`config.mk`:
```
export PLATFORM = sky130hd
export DESIGN_NAME = instr_fetch_unit
export DESIGN_NICKNAME = d
export VERILOG_FILES = /design/src/rtl/instr_fetch_unit.sv
export SDC_FILE = /design/constraint.sdc
export NUM_CORES = 1
export LEC_CHECK = 0
export CORE_MARGIN = 3
export CORE_UTILIZATION = 43
export DETAILED_ROUTE_END_ITERATION = 10
export PLACE_DENSITY_LB_ADDON = 0.2
export SYNTH_ARGS = -nofsm -noshare
export SYNTH_HDL_FRONTEND = slang
export SYNTH_SLANG_ARGS = --single-unit
```
`constraint.sdc`:
```
create_clock -name clk -period 2 [get_ports clk]
set_input_delay 0.2 -clock clk [delete_from_list [all_inputs] [get_ports clk]]
set_output_delay 0.2 -clock clk [all_outputs]
set_load 0.005 [all_outputs]
```
`src/rtl/instr_fetch_unit.sv`:
```
// Multi-cycle instruction fetch stage: PC/OldPC/IR with a req/ready memory handshake.
// Optional FETCH_MISALIGN_TRAP_EN: misaligned fetch targets raise misalign instead of issuing a read.
module instr_fetch_unit #(
   parameter logic [31:0] RESET_PC = 32'h0000_0000,
   parameter logic [31:0] PC_INC   = 32'd4
) (
   input  logic        clk,
   input  logic        reset,
   input  logic        fetch_start,
   input  logic        pc_load,
   input  logic [31:0] pc_next,
   output logic        mem_req,
   output logic [31:0] mem_addr,
   input  logic        mem_ready,
   input  logic [31:0] mem_rdata,
   output logic [31:0] instr,
   output logic [24:0] imm_fields,
   output logic [31:0] pc,
   output logic [31:0] old_pc,
   output logic        instr_valid,
   output logic        busy,
   output logic        misalign
);

   typedef enum logic {IDLE, REQ} state_t;

   localparam logic [31:0] NOP = 32'h0000_0013;

   state_t      state_q, state_d;
   logic [31:0] pc_q, pc_d;
   logic [31:0] old_pc_q, old_pc_d;
   logic [31:0] instr_q, instr_d;
   logic [31:0] mem_addr_q, mem_addr_d;
   logic [31:0] pend_pc_q, pend_pc_d;
   logic        pend_valid_q, pend_valid_d;
   logic        mem_req_q, mem_req_d;
   logic        busy_q, busy_d;
   logic        instr_valid_q, instr_valid_d;
   logic        misalign_d;
   logic [31:0] target;

   always_ff @(posedge clk) begin
      if (reset) begin
         state_q       <= IDLE;
         pc_q          <= RESET_PC;
         old_pc_q      <= RESET_PC;
         instr_q       <= NOP;
         mem_addr_q    <= RESET_PC;
         pend_pc_q     <= RESET_PC;
         pend_valid_q  <= 1'b0;
         mem_req_q     <= 1'b0;
         busy_q        <= 1'b0;
         instr_valid_q <= 1'b0;
      end else begin
         state_q       <= state_d;
         pc_q          <= pc_d;
         old_pc_q      <= old_pc_d;
         instr_q       <= instr_d;
         mem_addr_q    <= mem_addr_d;
         pend_pc_q     <= pend_pc_d;
         pend_valid_q  <= pend_valid_d;
         mem_req_q     <= mem_req_d;
         busy_q        <= busy_d;
         instr_valid_q <= instr_valid_d;
      end
   end

   always_comb begin
      state_d       = state_q;
      pc_d          = pc_q;
      old_pc_d      = old_pc_q;
      instr_d       = instr_q;
      mem_addr_d    = mem_addr_q;
      pend_pc_d     = pend_pc_q;
      pend_valid_d  = pend_valid_q;
      mem_req_d     = mem_req_q;
      busy_d        = busy_q;
      instr_valid_d = 1'b0;
      misalign_d    = 1'b0;
      target        = pc_load ? pc_next : pc_q;
      unique case (state_q)
         IDLE: begin
            if (fetch_start) begin
               pc_d = target;
`ifdef FETCH_MISALIGN_TRAP_EN
               if (target[1:0] != 2'b00) begin
                  misalign_d = 1'b1;
               end else begin
                  mem_addr_d = target;
                  mem_req_d  = 1'b1;
                  busy_d     = 1'b1;
                  state_d    = REQ;
               end
`else
               // Memory always sees a word address; pc keeps the unaligned value.
               mem_addr_d = target & ~32'h3;
               mem_req_d  = 1'b1;
               busy_d     = 1'b1;
               state_d    = REQ;
`endif
            end else if (pc_load) begin
               pc_d = pc_next;
            end
         end
         REQ: begin
            if (mem_ready) begin
               instr_d       = mem_rdata;
               old_pc_d      = pc_q;
               // A same-cycle redirect beats any earlier pending one, which beats PC+4.
               pc_d          = pc_load ? pc_next : (pend_valid_q ? pend_pc_q : pc_q + PC_INC);
               mem_req_d     = 1'b0;
               busy_d        = 1'b0;
               instr_valid_d = 1'b1;
               pend_valid_d  = 1'b0;
               state_d       = IDLE;
            end else if (pc_load) begin
               pend_pc_d    = pc_next;
               pend_valid_d = 1'b1;
            end
         end
         default: state_d = IDLE;
      endcase
   end

`ifdef FETCH_MISALIGN_TRAP_EN
   logic misalign_q;
   always_ff @(posedge clk) begin
      if (reset) misalign_q <= 1'b0;
      else       misalign_q <= misalign_d;
   end
   assign misalign = misalign_q;
`else
   assign misalign = 1'b0;
`endif

   assign mem_req     = mem_req_q;
   assign mem_addr    = mem_addr_q;
   assign instr       = instr_q;
   assign imm_fields  = instr_q[31:7];
   assign pc          = pc_q;
   assign old_pc      = old_pc_q;
   assign instr_valid = instr_valid_q;
   assign busy        = busy_q;

endmodule

```
# After elaboration in Yosys (flattened, before gate mapping)
# Cells that the tools add are included.
# Widths: inputs -> output; s select.
# word_totals
in_bits	69
wordCells	38
ff_bits	162
output_inout_bits	157
# classes
n_eq_ne	3
mux	14
reduce_logical	8
bitwise_logic	2
addsub	1
# ops
cell	count
$mux 32	4
$pmux 32 s2	1
$add 32x3->32 const B	1
$reduce_and 2->1	5
$mux 1	7
$ne 2x2->1 const B	3
$pmux 1 s2	2
$reduce_and 3->1	1
$not 1->1	2
$reduce_bool 2->1	1
$reduce_or 2->1	1

# Depth between registers and ports, before layout
# logic_depth
word_depth	5
depth_mapped	8
ltp_nobuf	6

# Least setup slack after synthesis
# Ideal clock, no wire load.
# synth_timing
path_kind	flip-flop to flip-flop
from	reg pc_q[2] (netlist: pc[2])
to	reg pc_q[24] (netlist: pc[24])
required_time_ps	1920
n_path_buf	0
t_arrival_ps	1986
setup_ps	80
slack_ps	-65
stages_incl_launch_ff	7
period_less_slack_ps	2065
path_cell_list	dfxtp_1 > ha_1 > nand4_4 > or4_4 > nor4_2 > o21ai_1 > a211oi_2
# synth_between
elab_chain_cells	5
# synth_rtl
element	line_no	rtl
start: declaration	30	logic [31:0] pc_q, pc_d;
start signal: assignment	56	pc_q <= pc_d;
$add 32x3->32	110	pc_d = pc_load ? pc_next : (pend_valid_q ? pend_pc_q : pc_q + PC_INC);
$mux 32 (2 in series)	110	
$mux 32	106	if (mem_ready) begin
$pmux 32 s2	81	unique case (state_q)
# No other way between the ends. The select of a mux whose other input is x is not followed.
# A chain may end at the register's enable or synchronous reset.

# Worst setup path after layout
# layout_timing
from	reg pc_q[3] (netlist: pc[3])
to	reg pc_q[24] (netlist: pc[24])
# The elaborated chain is that of the path after synthesis.

==> impl_metrics.env <==
export IMPL_status="finished clean"
export IMPL_dp_hpwl_um=16600
export IMPL_grt_use_total_pct=24.6
export IMPL_ys_flop_type="dfxtp_1"
export IMPL_crit_buf_inv=0
export IMPL_crit_path_end_kind="flop"
export IMPL_grt_first_pass_wirelength_um=37100
export IMPL_crit_required_ps=2340
export IMPL_cap_violations=0
export IMPL_drt_pass1_iter_count=5
export IMPL_setup_viol=0
export IMPL_wl_per_cell_um=17.1
export IMPL_synth_seq_cells=162
export IMPL_arrival_ps=2200
export IMPL_final_layout_size_suffix_gt1_share_pct=10.6
export IMPL_cpMaxStageDelayCell="or4_4"
export IMPL_fin_crit_ps=1850
export IMPL_async_reset_ff_share_pct=0
export IMPL_cp_start_kind="flop"
export IMPL_hp_class="in -> reg"
export IMPL_antenna_left=0
export IMPL_viasPerCell=5.45
export IMPL_num_io_pins=226
export IMPL_synth_edff_count=0
export IMPL_drt_iter0_markers=503
export IMPL_cp_depth=6
export IMPL_dp_cells=1356
export IMPL_slew_violations=0
export IMPL_grt_pass1_vias=6983
export IMPL_yosys_warnings=0
export IMPL_vias=7573
export IMPL_portBuffers=222
export IMPL_fin_ws_ps=146
export IMPL_layout_cells_non_filler=1389
export IMPL_cp_top_family="simple AND/OR/NAND/NOR gates"
export IMPL_fin_skew_ps=5.35
export IMPL_leakage_nw=3.87
export IMPL_yosysUniqueCellTypes=58
export IMPL_cp_max_fo=4
export IMPL_cts_tree="done"
export IMPL_start_util_pct=44.4
export IMPL_area_growth_pct=42.7
export IMPL_drc_errors=0
export IMPL_worstSkewPairLatency_ps=420
export IMPL_setup_tns_ps=0
export IMPL_rsz0062_at_grt="false"
export IMPL_clock_sinks=162
export IMPL_crit_chain="ha_2 -> nand4_4 -> or4_4 -> nor4_2 -> o21ai_1 -> a211oi_2"
export IMPL_core_area_um2=16800
export IMPL_ys_seq_area_share_pct=43.6
export IMPL_cts_buffers=17
export IMPL_worst_r2r_path_depth=6
export IMPL_pwr_density_cell_nw_per_um2=768
export IMPL_p_total_mw=8.15
export IMPL_grt_max_degree=96
export IMPL_period_share_pct=92.7
export IMPL_clk_pin_slew_worst_paths_ps=60
export IMPL_final_cell_mix="236 x nand2_1, 220 x clkdlybuf4s50_1, 161 x dfxtp_1, 113 x a21oi_1, 70 x buf_4"
export IMPL_die_w_um=138
export IMPL_final_net_count=1225
export IMPL_rows=47
export IMPL_cts_max_level=4
export IMPL_dieArea_um2=18900
export IMPL_synthCells=952
export IMPL_clk_path_buf_depth=2
export IMPL_dpl_worst_slack_ps=62.8
export IMPL_syn_area_um2=7440
export IMPL_cts_root_buf="clkbuf_16"
export IMPL_gp_congestion=0.860
export IMPL_vdd_drop_max_mv=0.636
export IMPL_final_common_cell="nand2_1"
export IMPL_max_freq_mhz=539
export IMPL_holdPathStages=2
export IMPL_synth_area_per_cell_um2=7.82
export IMPL_worstSetupPathType="reg -> reg"
export IMPL_cpPeakStageDelay_ps=480
export IMPL_timing_hold_violations_final=0
export IMPL_die_y_um=138
export IMPL_grt_ovfl_total=0
export IMPL_antenna_found_initial=1
export IMPL_drt_total_wl_um=23700
-- cell usage after synthesis, types with 3 or more instances --
master    number  area (µm²)
nand2_1      237         890
dfxtp_1      162        3240
a21oi_1      113         566
nor2_1        64         240
clkbuf_1      60         225
buf_4         29         218
mux2i_1       29         290
a211oi_1      28         210
o21ai_0       24         120
nand4_1       16         100
a22oi_1       13        97.6
o22ai_1       13        81.3
buf_2         12        60.1
nor3_1        12        60.1
nand3_1       10        50.1
a311oi_1       8        70.1
buf_1          8        30.0
nand2b_1       7        43.8
xnor2_1        7        61.3
a221oi_1       6        52.6
a31oi_1        6        37.5
nor2b_1        6        37.5
nor4_1         6        37.5
o221ai_1       5        43.8
or3_1          5        31.3
a31o_2         4        35.0
and2_1         4        25.0
and3_1         4        25.0
and4_1         4        35.0
clkbuf_2       4        20.0
inv_1          4        15.0
nand3b_1       4        30.0
a21o_1         3        22.5
o22a_1         3        26.3
xor2_1         3        26.3
-- layer usage --
metal,track usage (%),up-vias,routed length (µm)
li1,-,3678,-
met1,32.5,3569,10100
met2,39.5,289,11200
met3,5.92,37,1940
met4,8.31,0,448
met5,0,-,0
-- cell type report --
type | instances | area [µm²]
Inverter | 4 | 15.0
Sequential cell | 162 | 3240
Multi-Input combinational cell | 674 | 3650
Timing Repair Buffer | 296 | 2830
Antenna cell | 1 | 2.50
Tap cell | 220 | 275
Clock inverter | 10 | 133
Fill cell | 1516 | 6140
Clock buffer | 22 | 464
-- sequential cells by signal, indices dropped and copies added, names as in the netlist --
name and count:
instr_valid 1, pend_valid_q 1, state_q 1, pend_pc_q 32
old_pc 32, pc 32, mem_addr 30, busy 1
instr 32
-- metrics by stage --
step | utilization, % | cell area, µm² | hold WS [ps]
after floorplan | - | 7450 | 324
after global placement | 59.7 | 10000 | 438
after detailed placement | 59.7 | 10000 | 442
after CTS | 63.3 | 10600 | 142
after global routing | 63.3 | 10600 | 162
final | 63.3 | 10600 | 153
-- report_power, final --
group	leakage [nW]	switching [mW]	internal (mW)	total, mW
combinational	2.26	0.638	0.692	1.33
sequential	1.32	0.108	3.38	3.49
clock	0.286	1.31	2.02	3.33
-- worst paths after layout --
path                  start         end  slack, ps
setup reg to reg      pc[3]      pc[24]        150
hold / removal        reset  old_pc[12]        150
setup / recovery      pc[3]      pc[24]        150
hold reg to reg   old_pc[2]   old_pc[2]        450
-- cell families (layout without fill, tap and decap cells) --
kind of cell               after synthesis  in the layout  synth area share [%]
and+or+nand+nor                        391            391                  23.4
AOI/OAI and AO/OA                      240            240                  19.9
DFF                                    162            162                  43.6
buffers and inverters                  118            332                  7.79
muxes                                   29             29                  3.90
xor gates and xnor gates                10             10                  1.18
adders and majority gates                1              1                 0.168
other                                    1              4                0.0504
-- what timing repair did --
action / CTS / global route
hold buffers: 0 / 0
gates resized for setup: 0 / 2
buffers inserted: 0 / 0
setup endpoints to repair: 0 / 5
Note: power is estimated with default switching activity, not from simulation.
